===== src/rtl/spi_flash_pkg.sv =====
// rtl/spi_flash_pkg.sv - opcode, state and width definitions shared with the flash controller
package spi_flash_pkg;

    localparam int ADDR_W = 24;

    localparam logic [7:0] OP_READ  = 8'h03;
    localparam logic [7:0] OP_WAKE  = 8'hAB;
    localparam logic [7:0] OP_SLEEP = 8'hB9;

    typedef enum logic [2:0] {
        IDLE,
        CMD,
        ADDR,
        DATA,
        IGNORE
    } flash_state_t;

endpackage


===== src/rtl/spi_pin_sync.sv =====
// rtl/spi_pin_sync.sv - multi-flop pin synchronizer with rise/fall detection
module spi_pin_sync #(
    parameter int SYNC_STAGES = 2
) (
    input  logic CLK,
    input  logic reset,
    input  logic pin,
    output logic level,
    output logic rise,
    output logic fall
);

    logic [SYNC_STAGES-1:0] sync_q;
    logic                   prev_q;

    // Shift the pin through the synchronizer and keep one extra sample for edge detection.
    // Reset value is 0 so that a chip select held low across reset never looks like a new falling edge.
    always_ff @(posedge CLK) begin
        if (reset) begin
            sync_q <= '0;
            prev_q <= 1'b0;
        end else begin
            sync_q <= {sync_q[SYNC_STAGES-2:0], pin};
            prev_q <= sync_q[SYNC_STAGES-1];
        end
    end

    assign level = sync_q[SYNC_STAGES-1];
    assign rise  = sync_q[SYNC_STAGES-1] & ~prev_q;
    assign fall  = ~sync_q[SYNC_STAGES-1] & prev_q;

endmodule


===== src/rtl/spi_flash_responder.sv =====
// rtl/spi_flash_responder.sv - SPI mode-0 serial flash read responder
module spi_flash_responder
    import spi_flash_pkg::*;
#(
    parameter logic START_AWAKE = 1'b0,
    parameter int   SYNC_STAGES = 2
) (
    input  logic              CLK,
    input  logic              reset,
    input  logic              SPI_CS,
    input  logic              SPI_SCK,
    input  logic              SPI_SI,
    output logic              SPI_SO,
    output logic              SPI_SO_oe,
    output logic              mem_rd_en,
    output logic [ADDR_W-1:0] mem_addr,
    input  logic [7:0]        mem_rdata,
    output logic              awake,
    output logic              bad_opcode
);

    logic cs_level, cs_rise, cs_fall;
    logic sck_level, sck_rise, sck_fall;
    logic si_level, si_rise, si_fall;
    logic sync_unused;

    spi_pin_sync #(.SYNC_STAGES(SYNC_STAGES)) u_sync_cs (
        .CLK   (CLK),
        .reset (reset),
        .pin   (SPI_CS),
        .level (cs_level),
        .rise  (cs_rise),
        .fall  (cs_fall)
    );

    spi_pin_sync #(.SYNC_STAGES(SYNC_STAGES)) u_sync_sck (
        .CLK   (CLK),
        .reset (reset),
        .pin   (SPI_SCK),
        .level (sck_level),
        .rise  (sck_rise),
        .fall  (sck_fall)
    );

    spi_pin_sync #(.SYNC_STAGES(SYNC_STAGES)) u_sync_si (
        .CLK   (CLK),
        .reset (reset),
        .pin   (SPI_SI),
        .level (si_level),
        .rise  (si_rise),
        .fall  (si_fall)
    );

    assign sync_unused = sck_level ^ si_rise ^ si_fall;

    flash_state_t      state;
    logic [4:0]        bit_cnt;
    logic [6:0]        cmd_sh;
    logic [ADDR_W-2:0] addr_sh;
    logic [7:0]        out_sh;
    logic [7:0]        next_byte;
    logic [3:0]        fall_cnt;
    logic              rd_wait;
    logic              first_fetch;
    logic              prefetch_req;
    logic              sleep_pending;
    logic [7:0]        opcode;

    // The opcode is complete on the cycle its eighth bit is sampled.
    assign opcode = {cmd_sh, si_level};

    // Transaction FSM: command/address decode, fetch/prefetch sequencing and SO shifting.
    // A new transaction only starts on a synchronized CS falling edge, so after a reset
    // that lands mid-transaction the device sits in IDLE until CS has been high again.
    always_ff @(posedge CLK) begin
        if (reset) begin
            state         <= IDLE;
            bit_cnt       <= '0;
            cmd_sh        <= '0;
            addr_sh       <= '0;
            out_sh        <= '0;
            next_byte     <= '0;
            fall_cnt      <= '0;
            rd_wait       <= 1'b0;
            first_fetch   <= 1'b0;
            prefetch_req  <= 1'b0;
            sleep_pending <= 1'b0;
            SPI_SO        <= 1'b0;
            SPI_SO_oe     <= 1'b0;
            mem_rd_en     <= 1'b0;
            mem_addr      <= '0;
            awake         <= START_AWAKE;
            bad_opcode    <= 1'b0;
        end else begin
            mem_rd_en    <= 1'b0;
            bad_opcode   <= 1'b0;
            prefetch_req <= 1'b0;
            rd_wait      <= mem_rd_en;

            if (cs_level) begin
                // CS high overrides any SCK edge seen this cycle and drops any in-flight fetch.
                state         <= IDLE;
                SPI_SO        <= 1'b0;
                SPI_SO_oe     <= 1'b0;
                rd_wait       <= 1'b0;
                sleep_pending <= 1'b0;
                if (cs_rise && sleep_pending) begin
                    awake <= 1'b0;
                end
            end else begin
                case (state)
                    IDLE: begin
                        if (cs_fall) begin
                            state   <= CMD;
                            bit_cnt <= '0;
                        end
                    end

                    CMD: begin
                        if (sck_rise) begin
                            cmd_sh  <= opcode[6:0];
                            bit_cnt <= bit_cnt + 5'd1;
                            if (bit_cnt == 5'd7) begin
                                bit_cnt <= '0;
                                if (opcode == OP_READ && awake) begin
                                    state <= ADDR;
                                end else begin
                                    state <= IGNORE;
                                    if (opcode == OP_WAKE) begin
                                        awake <= 1'b1;
                                    end else if (opcode == OP_SLEEP) begin
                                        sleep_pending <= 1'b1;
                                    end else if (opcode != OP_READ) begin
                                        bad_opcode <= 1'b1;
                                    end
                                end
                            end
                        end
                    end

                    ADDR: begin
                        if (sck_rise) begin
                            addr_sh <= {addr_sh[ADDR_W-3:0], si_level};
                            bit_cnt <= bit_cnt + 5'd1;
                            if (bit_cnt == 5'(ADDR_W - 1)) begin
                                mem_rd_en   <= 1'b1;
                                mem_addr    <= {addr_sh, si_level};
                                state       <= DATA;
                                SPI_SO_oe   <= 1'b1;
                                SPI_SO      <= 1'b0;
                                first_fetch <= 1'b1;
                                fall_cnt    <= '0;
                            end
                        end
                    end

                    DATA: begin
                        // First fetch goes straight to the shifter; later ones refill the buffer.
                        if (rd_wait) begin
                            if (first_fetch) begin
                                out_sh       <= mem_rdata;
                                first_fetch  <= 1'b0;
                                prefetch_req <= 1'b1;
                            end else begin
                                next_byte <= mem_rdata;
                            end
                        end
                        if (prefetch_req) begin
                            mem_rd_en <= 1'b1;
                            mem_addr  <= mem_addr + 24'd1;
                        end
                        if (sck_fall) begin
                            if (fall_cnt == 4'd8) begin
                                SPI_SO       <= next_byte[7];
                                out_sh       <= {next_byte[6:0], 1'b0};
                                fall_cnt     <= 4'd1;
                                prefetch_req <= 1'b1;
                            end else begin
                                SPI_SO   <= out_sh[7];
                                out_sh   <= {out_sh[6:0], 1'b0};
                                fall_cnt <= fall_cnt + 4'd1;
                            end
                        end
                    end

                    IGNORE: begin
                        // Any rise past the eighth disqualifies a pending power-down.
                        if (sck_rise) begin
                            sleep_pending <= 1'b0;
                        end
                    end

                    default: state <= IDLE;
                endcase
            end
        end
    end

endmodule


===== config.mk =====
export PLATFORM = sky130hd
export DESIGN_NAME = spi_flash_responder
export DESIGN_NICKNAME = d
export VERILOG_FILES = /design/src/rtl/spi_flash_pkg.sv /design/src/rtl/spi_pin_sync.sv /design/src/rtl/spi_flash_responder.sv
export SDC_FILE = /design/constraint.sdc
export NUM_CORES = 1
export LEC_CHECK = 0
export BUFFER_PORTS_ARGS = -buffer_cell sky130_fd_sc_hd__buf_2
export CAP_MARGIN = 40
export CORE_MARGIN = 2
export CORE_UTILIZATION = 37
export DETAILED_ROUTE_END_ITERATION = 10
export GPL_TIMING_DRIVEN = 0
export PLACE_DENSITY_LB_ADDON = 0.3
export REMOVE_ABC_BUFFERS = 1
export SLEW_MARGIN = 15
export SYNTH_ARGS = -nofsm -noshare
export SYNTH_HDL_FRONTEND = slang
export SYNTH_SLANG_ARGS = --single-unit
export TNS_END_PERCENT = 50

===== constraint.sdc =====
create_clock -name CLK -period 2.6 [get_ports CLK]
set_clock_uncertainty 0.2 [all_clocks]
set_input_delay 0.26 -clock CLK [delete_from_list [all_inputs] [get_ports CLK]]
set_output_delay 0.26 -clock CLK [all_outputs]
set_load 0.01 [all_outputs]

==> insert_results.sql, run 1 <==
INSERT INTO impl_metrics (metric_group, metric, value, unit) VALUES
('grt', 'first_global_vias', '4005', ''),
('outcome', 'run_status', 'finished clean', ''),
('clocking', 'clock_tree.htree_level_count', '3', ''),
('synth', 'synthXorXnorAreaFrac', '0.369', '%'),
('timing', 'finalMaxSlewViolations', '0', ''),
('pwr', 'p_leak', '2.00', 'nW'),
('worst_setup_path', 'critical_path.max_fanout', '22', ''),
('worst_hold_path', 'worstHoldPathCells', '2', ''),
('finish', 'final_nets', '619', ''),
('worst_setup_path', 'critical_path.endpoint_type', 'register', ''),
('synth', 'synth_cell_type_count', '62', ''),
('die', 'die_boundary_width', '117', 'um'),
('drt', 'detail-route-antenna-nets', '0', ''),
('synth', 'yosys_register_bits', '99', ''),
('worst_setup_path', 'crit-reg2reg-launch', 'bit_cnt[0]$_SDFFE_PP0P_', ''),
('worst_setup_path', 'r2r-end', 'mem_addr[14]$_SDFFE_PP0P_', ''),
('drt', 'via_per_inst', '5.45', ''),
('grt', 'grt_start_max_net_pins', '74', ''),
('drt', 'vias', '4247', ''),
('clocking', 'clk-insertion-delay-late', '0.36', 'ns'),
('timing', 'timing.slew.headroom', '49.1', '%'),
('finish', 'area_growth', '16.7', '%'),
('finish', 'mostFrequentLayoutCell', 'sky130_fd_sc_hd__dfxtp_1', ''),
('worst_setup_path', 'cp.arrival', '2.41', 'ns'),
('synth', 'mean_post_synth_cell_area', '8.33', 'sq um'),
('worst_setup_path', 'regToRegSetupSlack', '0.25', 'ns'),
('clocking', 'cts.reportedPaths.clkPinSlew', '0.07', 'ns'),
('clocking', 'max-clock-path-buffers', '2', ''),
('synth', 'ys_dominant_reg_cell', 'sky130_fd_sc_hd__dfxtp_1', ''),
('drt', 'routedWlPerCell', '15.0', 'um'),
('finish', 'final_cell_mix', '99 x sky130_fd_sc_hd__dfxtp_1, 91 x sky130_fd_sc_hd__nand2_1, 60 x sky130_fd_sc_hd__a21oi_1, 42 x sky130_fd_sc_hd__nor2_1, 40 x sky130_fd_sc_hd__buf_2', ''),
('finish', 'final_area', '5540', 'sq um'),
('finish', 'final_core_utilization', '44.1', '%'),
('clocking', 'clkSinkCount', '99', ''),
('timing', 'timing.final.ws_setup', '0.246', 'ns'),
('grt', 'grt_pass1_wl', '19.8', 'mm'),
('die', 'floorplan.die_area', '13800', 'sq um'),
('die', 'initial_core_util', '37.8', '%'),
('worst_hold_path', 'hold_path_class', 'in2reg', ''),
('flow_run', 'maxCapViolCount', '0', ''),
('timing', 'setup-violations-final', '0', ''),
('clocking', 'tritoncts.num_buffers', '9', ''),
('synth', 'post_synth_inst_count', '570', ''),
('placement', 'detailed_place.area', '5060', 'sq um'),
('drt', 'detailedRoute.firstPassIterationCount', '5', ''),
('die', 'std_cell_core_area', '12600', 'sq um'),
('synth', 'synthAdderAreaFrac', '1.05', '%'),
('placement', 'post-dp-hpwl', '7.59', 'mm'),
('drt', 'wirelength', '11.7', 'mm'),
('timing', 'final_min_period_over_clock_period', '90.5', '%'),
('pwr', 'worst_supply_voltage_drop_on_vdd', '0.315', 'mV'),
('worst_hold_path', 'holdCritStartpoint', 'reset', ''),
('worst_setup_path', 'required_time_at_the_endpoint_of_the_critical_path', '2.65', 'ns'),
('pwr', 'power.total', '0.00307', 'W'),
('die', 'i_o_pin_count', '42', ''),
('synth', 'yosys.area_share.simple', '25.1', '%'),
('clocking', 'clock-root-buffer', 'sky130_fd_sc_hd__clkbuf_16', ''),
('finish', 'final.fill_count', '1268', ''),
('synth', 'synth_edf_count', '0', ''),
('synth', 'dominant_combinational_cell_family_by_area_after_synthesis', 'simple AND/OR/NAND/NOR gates', ''),
('synth', 'seq_area_frac_synth', '41.7', '%'),
('pwr', 'p_per_area', '555', 'nW/um^2'),
('worst_setup_path', 'critical_path.max_stage_delay', '0.37', 'ns'),
('placement', 'gp_congestion', '0.823', ''),
('synth', 'asyncSetResetFlopFracSynth', '0', '%'),
('drt', 'post-route-drc-count', '0', ''),
('worst_setup_path', 'worstRegToRegCells', '7', ''),
('die', 'die_y', '117', 'um'),
('grt', 'grt_overflow_total', '0', ''),
('drt', 'drtIter0Drc', '249', ''),
('clocking', 'cts_tree', 'built', '');
## state kept, by name, indices dropped and copies added (netlist names), 2 cells and up
name / flops
mem_addr: 24
addr_sh: 23
next_byte: 8
out_sh: 8
cmd_sh: 7
bit_cnt: 5
fall_cnt: 4
state: 3
u_sync_cs.sync_q: 2
u_sync_sck.sync_q: 2
u_sync_si.sync_q: 2
## area by class of cell
| class | instances | area, sq um | share of cell area (%) |
|---|---|---|---|
| clock buffer | 9 | 225 | 4.06 |
| clock inverter | 7 | 98.8 | 1.78 |
| multi-input combinational | 420 | 2530 | 45.6 |
| sequential | 99 | 1980 | 35.8 |
| timing repair buffer | 63 | 459 | 8.29 |
| tap | 172 | 215 | 3.88 |
| inverter | 9 | 33.8 | 0.610 |
## report_power, final
group,total [W],switching (W),internal (W)
clock,0.00146,0.000612,0.000850
sequential,0.00153,0.00000883,0.00152
combinational,0.0000810,0.0000471,0.0000339
total,0.00307,0.000668,0.00241
## cell families after synthesis
group | count (synthesis)
XOR/XNOR | 2
adder cells (fa/ha/maj) | 4
buffers and inverters | 51
multiplexers | 24
AND/OR/NAND/NOR | 237
AO/OA/AOI/OAI | 153
flip-flops | 99
## cell usage after synthesis, types with 7 or more instances
cell                       count  area (sq um)
sky130_fd_sc_hd__a21oi_1      60           300
sky130_fd_sc_hd__buf_2        15          75.1
sky130_fd_sc_hd__clkbuf_1     17          63.8
sky130_fd_sc_hd__dfxtp_1      99          1980
sky130_fd_sc_hd__inv_1         9          33.8
sky130_fd_sc_hd__mux2i_1      24           240
sky130_fd_sc_hd__nand2_1      92           345
sky130_fd_sc_hd__nand3_1      19          95.1
sky130_fd_sc_hd__nand4_1       9          56.3
sky130_fd_sc_hd__nor2_1       42           158
sky130_fd_sc_hd__nor2b_1      13          81.3
sky130_fd_sc_hd__nor3_1       12          60.1
sky130_fd_sc_hd__o211ai_1      7          52.6
sky130_fd_sc_hd__o21ai_0      18          90.1
sky130_fd_sc_hd__o31ai_1       9          67.6
sky130_fd_sc_hd__o32ai_1       7          61.3
## layer usage
layer / global-route usage, % / wire [um] / share of wire (%) / up-vias
met5: 0 / 0 / 0 / -
met4: 7.15 / 212 / 1.8 / 0
met3: 3.02 / 345 / 3.0 / 18
met2: 27.9 / 5480 / 47 / 76
met1: 23.0 / 5650 / 48 / 2039
li1: - / - / - / 2114
## critical path, delay by kind of cell, from the launching register on
kind	cells	cell delay, ns
buffers and inverters	1	0.22
adder cells (fa/ha/maj)	1	0.22
flip-flops	1	0.37
AND/OR/NAND/NOR	3	0.61
AO/OA/AOI/OAI	2	0.63
## timing repair
action,4_1_cts,5_1_grt
resized for setup,0,2
pin swaps,1,0
hold endpoints to repair,12,0
setup buffers,4,0
setup endpoints to repair,16,3
hold buffers,11,0
## through the flow
| stage | hold slack, ns | TNS [ns] |
|---|---|---|
| final | 0.0523 | 0 |
| after global routing | 0.0784 | 0 |
| after CTS | 0.0481 | 0 |
| after detailed placement | 0.231 | -1.82 |
| after global placement | 0.220 | -22.17 |
| after floorplan | 0.125 | 0 |
## how the worst max path moves through the flow
stage                            startpoint                         to
finish              bit_cnt[0]$_SDFFE_PP0P_  mem_addr[14]$_SDFFE_PP0P_
detailed placement    state[0]$_SDFFE_PP0P_  next_byte[2]$_SDFFE_PP0P_
global route        bit_cnt[0]$_SDFFE_PP0P_  mem_addr[14]$_SDFFE_PP0P_
floorplan             state[0]$_SDFFE_PP0P_  next_byte[0]$_SDFFE_PP0P_
CTS                 bit_cnt[0]$_SDFFE_PP0P_   mem_addr[0]$_SDFFE_PP0P_
global placement      state[0]$_SDFFE_PP0P_  next_byte[2]$_SDFFE_PP0P_
(Power assumes the default switching activity.)
==> inputs of run 2 (changes only) <==
SYNTH_HIERARCHICAL = 1   (was default)
==> insert_results.sql, run 2 <==
INSERT INTO impl_metrics (metric_group, metric, value, unit) VALUES
('drt', 'routedWlPerCell', '14.4', 'um'),
('placement', 'gp_congestion', '0.801', ''),
('placement', 'post-dp-hpwl', '7.32', 'mm'),
('clocking', 'clock-root-buffer', 'sky130_fd_sc_hd__clkbuf_16', ''),
('worst_setup_path', 'crit-reg2reg-launch', 'state[1]$_SDFFE_PP0P_', ''),
('drt', 'drtIter0Drc', '304', ''),
('drt', 'detailedRoute.firstPassIterationCount', '4', ''),
('finish', 'multiInputGateArea', '2440', 'sq um'),
('drt', 'detail-route-antenna-nets', '0', ''),
('worst_setup_path', 'cp.arrival', '2.36', 'ns'),
('worst_setup_path', 'critical_path.max_stage_delay', '0.52', 'ns'),
('finish', 'top_regs', 'mem_addr x24, addr_sh x23', ''),
('finish', 'final_area', '5420', 'sq um'),
('synth', 'post_synthesis_instance_area', '4570', 'sq um'),
('clocking', 'clock_tree.htree_level_count', '3', ''),
('worst_setup_path', 'critical_path.slowest_cell', 'sky130_fd_sc_hd__nor3b_4', ''),
('synth', 'post_synth_inst_count', '559', ''),
('timing', 'setup-violations-final', '0', ''),
('pwr', 'p_leak', '2.07', 'nW'),
('finish', 'largest_reg_flops', '24', ''),
('finish', 'final_nets', '618', ''),
('synth', 'yosys_warnings', '6', ''),
('drt', 'post-route-drc-count', '0', ''),
('finish', 'antenna-diode-count', '0', ''),
('flow_run', 'maxCapViolCount', '0', ''),
('timing', 'max_clock_freq', '0.431', 'GHz'),
('pwr', 'p_per_area', '553', 'nW/um^2'),
('timing', 'timing.final.crit_period', '2.32', 'ns'),
('grt', 'first_global_vias', '3763', ''),
('worst_setup_path', 'worstRegToRegCells', '5', ''),
('finish', 'largest-register', 'mem_addr', ''),
('worst_setup_path', 'worstPathCellList', 'nor3b_4 > nand3_2 > nor2_2 > nor2_1 > a311oi_1', ''),
('grt', 'grt_pass1_wl', '18.1', 'mm'),
('grt', 'grt_start_max_net_pins', '51', ''),
('clocking', 'clkSinkCount', '99', ''),
('clocking', 'clk-insertion-delay-late', '0.34', 'ns'),
('timing', 'worst_pin_slew', '0.773', 'ns'),
('worst_setup_path', 'critical_path.max_fanout', '11', ''),
('grt', 'grt_overflow_total', '0', ''),
('worst_hold_path', 'timing.hold.worst_endpoint', 'u_sync_si/sync_q[0]$_SDFF_PP0_', ''),
('timing', 'rsz_0062_raised_after_global_routing', 'no', ''),
('timing', 'timing.slew.headroom', '48.1', '%'),
('worst_hold_path', 'worstHoldPathCells', '2', ''),
('timing', 'fin_tns_setup', '0', 'ns'),
('drt', 'vias', '4051', ''),
('worst_setup_path', 'startpoint_type', 'register', ''),
('pwr', 'worst_supply_voltage_drop_on_vdd', '0.306', 'mV'),
('outcome', 'run_status', 'finished clean', ''),
('finish', 'final_cell_mix', '99 x sky130_fd_sc_hd__dfxtp_1, 87 x sky130_fd_sc_hd__nand2_1, 60 x sky130_fd_sc_hd__a21oi_1, 56 x sky130_fd_sc_hd__nor2_1, 40 x sky130_fd_sc_hd__buf_2', ''),
('grt', 'grt_antenna_before_repair', '0', ''),
('finish', 'share_of_final_layout_standard_cells_stronger_than_drive_strength_1', '13.5', '%'),
('worst_setup_path', 'timing.setup.critical_path_class', 'reg2reg', ''),
('die', 'floorplan.die_area', '13300', 'sq um'),
('worst_setup_path', 'r2r-end', 'first_fetch$_SDFFE_PP0P_', ''),
('worst_setup_path', 'regToRegSetupSlack', '0.28', 'ns'),
('clocking', 'cts.reportedPaths.clkPinSlew', '0.06', 'ns'),
('drt', 'via_per_inst', '5.38', ''),
('grt', 'grt_util_all_layers', '16.9', '%'),
('die', 'die_y', '115', 'um'),
('synth', 'mean_post_synth_cell_area', '8.17', 'sq um'),
('worst_hold_path', 'hold_path_class', 'in2reg', ''),
('finish', 'seqCellArea', '1980', 'sq um'),
('die', 'initial_core_util', '38.0', '%'),
('finish', 'mostFrequentLayoutCell', 'sky130_fd_sc_hd__dfxtp_1', ''),
('timing', 'hold_viol', '0', ''),
('die', 'rows', '40', ''),
('worst_hold_path', 'holdCritStartpoint', 'reset', ''),
('die', 'die_boundary_width', '115', 'um'),
('worst_setup_path', 'critical_path.endpoint_type', 'register', ''),
('finish', 'area_growth', '18.6', '%'),
('finish', 'final.fill_count', '1180', ''),
('timing', 'hold-worst-slack', '0.154', 'ns'),
('placement', 'place.port_buffers', '41', ''),
('timing', 'final_min_period_over_clock_period', '89.2', '%'),
('worst_setup_path', 'required_time_at_the_endpoint_of_the_critical_path', '2.64', 'ns'),
('clocking', 'cts_tree', 'built', ''),
('clocking', 'max-clock-path-buffers', '2', ''),
('timing', 'finalMaxSlewViolations', '0', ''),
('die', 'i_o_pin_count', '42', ''),
('drt', 'wirelength', '10.8', 'mm'),
('clocking', 'tritoncts.num_buffers', '9', ''),
('placement', 'detailed_place.area', '4950', 'sq um'),
('die', 'std_cell_core_area', '12000', 'sq um');
==> run 2: repair_timing <==
action	in CTS	in global routing
gates resized for setup	1	4
buffers inserted	3	1
hold buffers	11	0
hold endpoints to repair	11	0
setup endpoints to repair	7	25
pin swaps	0	1
==> run 2: final cells by class <==
type                       count  area share, %
clock buffer                  13           4.99
clock inverter                 3          0.831
inverter                       8          0.554
sequential                    99           36.6
timing repair buffer          64           8.61
multi-input combinational    419           45.1
tap                          147           3.39
==> run 2: how the worst max path moves through the flow <==
stage | slack, ns | to | start
4_1_cts | 0.04 | first_fetch$_SDFFE_PP0P_ | state[1]$_SDFFE_PP0P_
5_1_grt | 0.04 | fall_cnt[3]$_SDFFE_PP0P_ | u_sync_sck/prev_q$_SDFF_PP0_
3_5_place_dp | -0.12 | first_fetch$_SDFFE_PP0P_ | state[2]$_SDFFE_PP0P_
6_report | 0.28 | first_fetch$_SDFFE_PP0P_ | state[1]$_SDFFE_PP0P_
2_1_floorplan | -0.16 | first_fetch$_SDFFE_PP0P_ | state[2]$_SDFFE_PP0P_
3_3_place_gp | -1.29 | first_fetch$_SDFFE_PP0P_ | state[2]$_SDFFE_PP0P_
==> run 2: worst max-delay path, delay by kind of cell (launching register included) <==
| family | cells | cell delay, ns |
|---|---|---|
| AO/OA/AOI/OAI | 1 | 0.24 |
| AND/OR/NAND/NOR | 4 | 1.29 |
| flip-flops | 1 | 0.50 |
==> run 2: routing by layer <==
metal  global-route usage (%)  share of wire [%]  wire [um]
met4                     5.86                1.4        148
met2                     26.5                 46       4970
met3                     3.16                3.1        331
met5                        0                  0          0
met1                     23.3                 50       5370
==> run 2: per-stage QoR <==
step | total power [W] | cells | setup WS, ns | util [%]
floorplan | 0.00159 | 526 | -0.161 | -
detailed placement | 0.00163 | 722 | -0.117 | 41.2
CTS | 0.00304 | 752 | 0.0389 | 45.0
finish | 0.00300 | 753 | 0.280 | 45.1
global placement | 0.00163 | 714 | -1.29 | 40.1
global route | 0.00311 | 753 | 0.0353 | 45.1
==> run 2: power breakdown <==
| group | internal [W] | switching [W] |
|---|---|---|
| logic | 0.0000375 | 0.0000487 |
| registers | 0.00152 | 0.00000542 |
| clock network | 0.000825 | 0.000561 |
==> inputs of run 3 (changes only) <==
CELL_PAD_IN_SITES_DETAIL_PLACEMENT = 1   (was default)
CELL_PAD_IN_SITES_GLOBAL_PLACEMENT = 2   (was default)
CORE_UTILIZATION = 35   (was 37)
==> insert_results.sql, run 3 (same netlist as run 2, synthesis figures left out) <==
INSERT INTO impl_metrics (metric_group, metric, value, unit) VALUES
('drt', 'detailedRoute.firstPassIterationCount', '4', ''),
('worst_setup_path', 'timing.setup.critical_path_class', 'reg2reg', ''),
('worst_setup_path', 'path_buf_inv', '0', ''),
('worst_setup_path', 'timing.critical_path.from', 'bit_cnt[0]$_SDFFE_PP0P_', ''),
('worst_setup_path', 'critical_path.max_stage_delay', '0.45', 'ns'),
('die', 'die_y', '118', 'um'),
('placement', 'detailed_place.area', '4990', 'sq um'),
('timing', 'finalMaxSlewViolations', '0', ''),
('clocking', 'max-clock-path-buffers', '2', ''),
('pwr', 'power.clock.fraction', '43.7', '%'),
('finish', 'final.fill_count', '1557', ''),
('placement', 'post-dp-hpwl', '8.47', 'mm'),
('finish', 'share_of_final_layout_standard_cells_stronger_than_drive_strength_1', '13.7', '%'),
('pwr', 'worst_supply_voltage_drop_on_vdd', '0.286', 'mV'),
('timing', 'timing.final.crit_period', '2.44', 'ns'),
('finish', 'seqCellArea', '1980', 'sq um'),
('finish', 'final_core_utilization', '42.8', '%'),
('placement', 'placedCellCount', '747', ''),
('grt', 'grt_util_all_layers', '18.9', '%'),
('clocking', 'tritoncts.num_buffers', '9', ''),
('worst_setup_path', 'crit-reg2reg-launch', 'bit_cnt[0]$_SDFFE_PP0P_', ''),
('clocking', 'clock_tree.htree_level_count', '3', ''),
('pwr', 'pwr-share-comb', '3.1', '%'),
('timing', 'final_min_period_over_clock_period', '93.9', '%'),
('timing', 'timing.slew.headroom', '60.1', '%'),
('timing', 'hold_viol', '0', ''),
('clocking', 'clk-insertion-delay-late', '0.35', 'ns'),
('worst_setup_path', 'r2r-end', 'fall_cnt[3]$_SDFFE_PP0P_', ''),
('die', 'std_cell_core_area', '12700', 'sq um'),
('drt', 'routedWlPerCell', '16.3', 'um'),
('worst_setup_path', 'startpoint_type', 'register', ''),
('outcome', 'run_status', 'finished clean', ''),
('die', 'rows', '41', ''),
('die', 'initial_core_util', '36.1', '%'),
('worst_hold_path', 'hold_path_class', 'in2reg', ''),
('pwr', 'switching_power', '0.000648', 'W'),
('pwr', 'p_per_area', '530', 'nW/um^2'),
('flow_run', 'maxCapViolCount', '0', ''),
('finish', 'final_cell_mix', '99 x sky130_fd_sc_hd__dfxtp_1, 87 x sky130_fd_sc_hd__nand2_1, 60 x sky130_fd_sc_hd__a21oi_1, 56 x sky130_fd_sc_hd__nor2_1, 41 x sky130_fd_sc_hd__buf_2', ''),
('clocking', 'clock-root-buffer', 'sky130_fd_sc_hd__clkbuf_16', ''),
('timing', 'setup-violations-final', '0', ''),
('pwr', 'intPower', '0.00222', 'W'),
('finish', 'final_nets', '619', ''),
('worst_setup_path', 'crit_family', 'simple AND/OR/NAND/NOR gates', ''),
('drt', 'detail-route-antenna-nets', '0', ''),
('drt', 'vias', '4181', ''),
('timing', 'rsz_0062_raised_after_global_routing', 'yes', ''),
('finish', 'instances_no_fill', '778', ''),
('finish', 'antenna-diode-count', '0', ''),
('worst_setup_path', 'regToRegSetupSlack', '0.16', 'ns'),
('die', 'floorplan.die_area', '14000', 'sq um'),
('drt', 'drtIter0Drc', '169', ''),
('timing', 'max_clock_freq', '0.410', 'GHz'),
('finish', 'largest_reg_flops', '24', ''),
('worst_setup_path', 'cp.arrival', '2.51', 'ns'),
('timing', 'timing.final.ws_setup', '0.160', 'ns'),
('worst_setup_path', 'critical_path.endpoint_type', 'register', ''),
('finish', 'area_growth', '18.7', '%'),
('worst_setup_path', 'critical_path.max_fanout', '6', ''),
('placement', 'dpl_worst_slack', '-0.189', 'ns'),
('finish', 'multiInputGateArea', '2440', 'sq um'),
('clocking', 'cts.reportedPaths.clkPinSlew', '0.07', 'ns'),
('clocking', 'clkSinkCount', '99', ''),
('worst_setup_path', 'critical_path.slowest_cell', 'sky130_fd_sc_hd__o21ai_1', ''),
('pwr', 'switching_portion_of_total_power', '22.6', '%'),
('finish', 'mostFrequentLayoutCell', 'sky130_fd_sc_hd__dfxtp_1', ''),
('drt', 'post-route-drc-count', '0', ''),
('worst_setup_path', 'worstSetupEndpoint', 'fall_cnt[3]$_SDFFE_PP0P_', ''),
('pwr', 'p_leak', '2.06', 'nW'),
('grt', 'first_global_vias', '4231', ''),
('placement', 'gp_congestion', '0.749', ''),
('pwr', 'seq_power_share', '53.2', '%'),
('clocking', 'cts_tree', 'built', ''),
('worst_setup_path', 'worstPathCellList', 'ha_1 > nand4b_1 > o21ai_1 > nand2_1 > or3_1 > a21boi_0', ''),
('drt', 'wirelength', '12.7', 'mm'),
('timing', 'worst_pin_slew', '0.599', 'ns'),
('die', 'die_boundary_width', '118', 'um'),
('worst_setup_path', 'critical_path_cell_count', '6', ''),
('worst_hold_path', 'worstHoldPathCells', '2', ''),
('drt', 'via_per_inst', '5.37', ''),
('grt', 'grt_pass1_wl', '21.2', 'mm'),
('placement', 'place.port_buffers', '41', ''),
('die', 'i_o_pin_count', '42', ''),
('grt', 'grt_overflow_total', '0', ''),
('grt', 'grt_antenna_before_repair', '0', ''),
('worst_setup_path', 'required_time_at_the_endpoint_of_the_critical_path', '2.67', 'ns'),
('worst_setup_path', 'worstRegToRegCells', '6', ''),
('timing', 'fin_tns_setup', '0', 'ns'),
('grt', 'grt_start_max_net_pins', '72', ''),
('finish', 'top_regs', 'mem_addr x24, addr_sh x23', ''),
('finish', 'largest-register', 'mem_addr', ''),
('finish', 'final_area', '5420', 'sq um');
[run 3: cell types whose count changed in the layout (fill, tap and decap cells not counted), sizes merged]
cell,before,now
clkbuf,13,10
buf,53,54
clkinv,1,4
bufinv,1,0
[run 3: how the worst min path moves through the flow]
stage                                                end                      startpoint  slack [ns]
after global routing           next_byte[3]$_SDFFE_PP0P_                           reset        0.06
after detailed placement  u_sync_si/sync_q[1]$_SDFF_PP0_  u_sync_si/sync_q[0]$_SDFF_PP0_        0.23
after global placement    u_sync_si/sync_q[1]$_SDFF_PP0_  u_sync_si/sync_q[0]$_SDFF_PP0_        0.22
after CTS                      next_byte[2]$_SDFFE_PP0P_                           reset        0.05
after floorplan                  addr_sh[0]$_SDFFE_PP0P_                           reset        0.13
final                          next_byte[2]$_SDFFE_PP0P_                           reset        0.06
[run 3: area by class of cell]
cell class / count / share of cell area [%]
clock buffers: 10 / 4.41
clock inverters: 5 / 0.554
inverters: 8 / 0.554
multi-input cells: 419 / 45.1
flip-flops and latches: 99 / 36.5
well taps: 172 / 3.97
repair buffers: 65 / 8.91
[run 3: routing by layer]
layer	wire length (um)	GRT usage, %	vias up
met2	6100	32.3	50
met3	455	5.26	12
met1	5990	23.3	2046
li1	-	-	2073
met5	0	0	-
met4	140	5.27	0
[run 3: repair_timing]
action	4_1_cts	5_1_grt
endpoints found under the hold margin	12	0
setup buffers	3	1
endpoints found under the setup margin	21	24
cloned	0	0
gates resized for setup	3	3
hold buffers	11	0
pin swaps	0	2
[run 3: stage by stage]
stage,hold slack (ns),power (W)
detailed placement,0.227,0.00164
floorplan,0.129,0.00159
finish,0.0635,0.00287
CTS,0.0532,0.00291
global placement,0.218,0.00163
global route,0.0633,0.00298
[run 3: power by group through the flow]
stage          Clock (W)  Sequential (W)  Combinational (W)
2_1_floorplan          0         0.00156          0.0000300
3_3_place_gp           0         0.00156          0.0000697
3_5_place_dp           0         0.00156          0.0000767
4_1_cts          0.00130         0.00153          0.0000899
5_1_grt          0.00136         0.00153          0.0000994
6_report         0.00126         0.00153          0.0000898
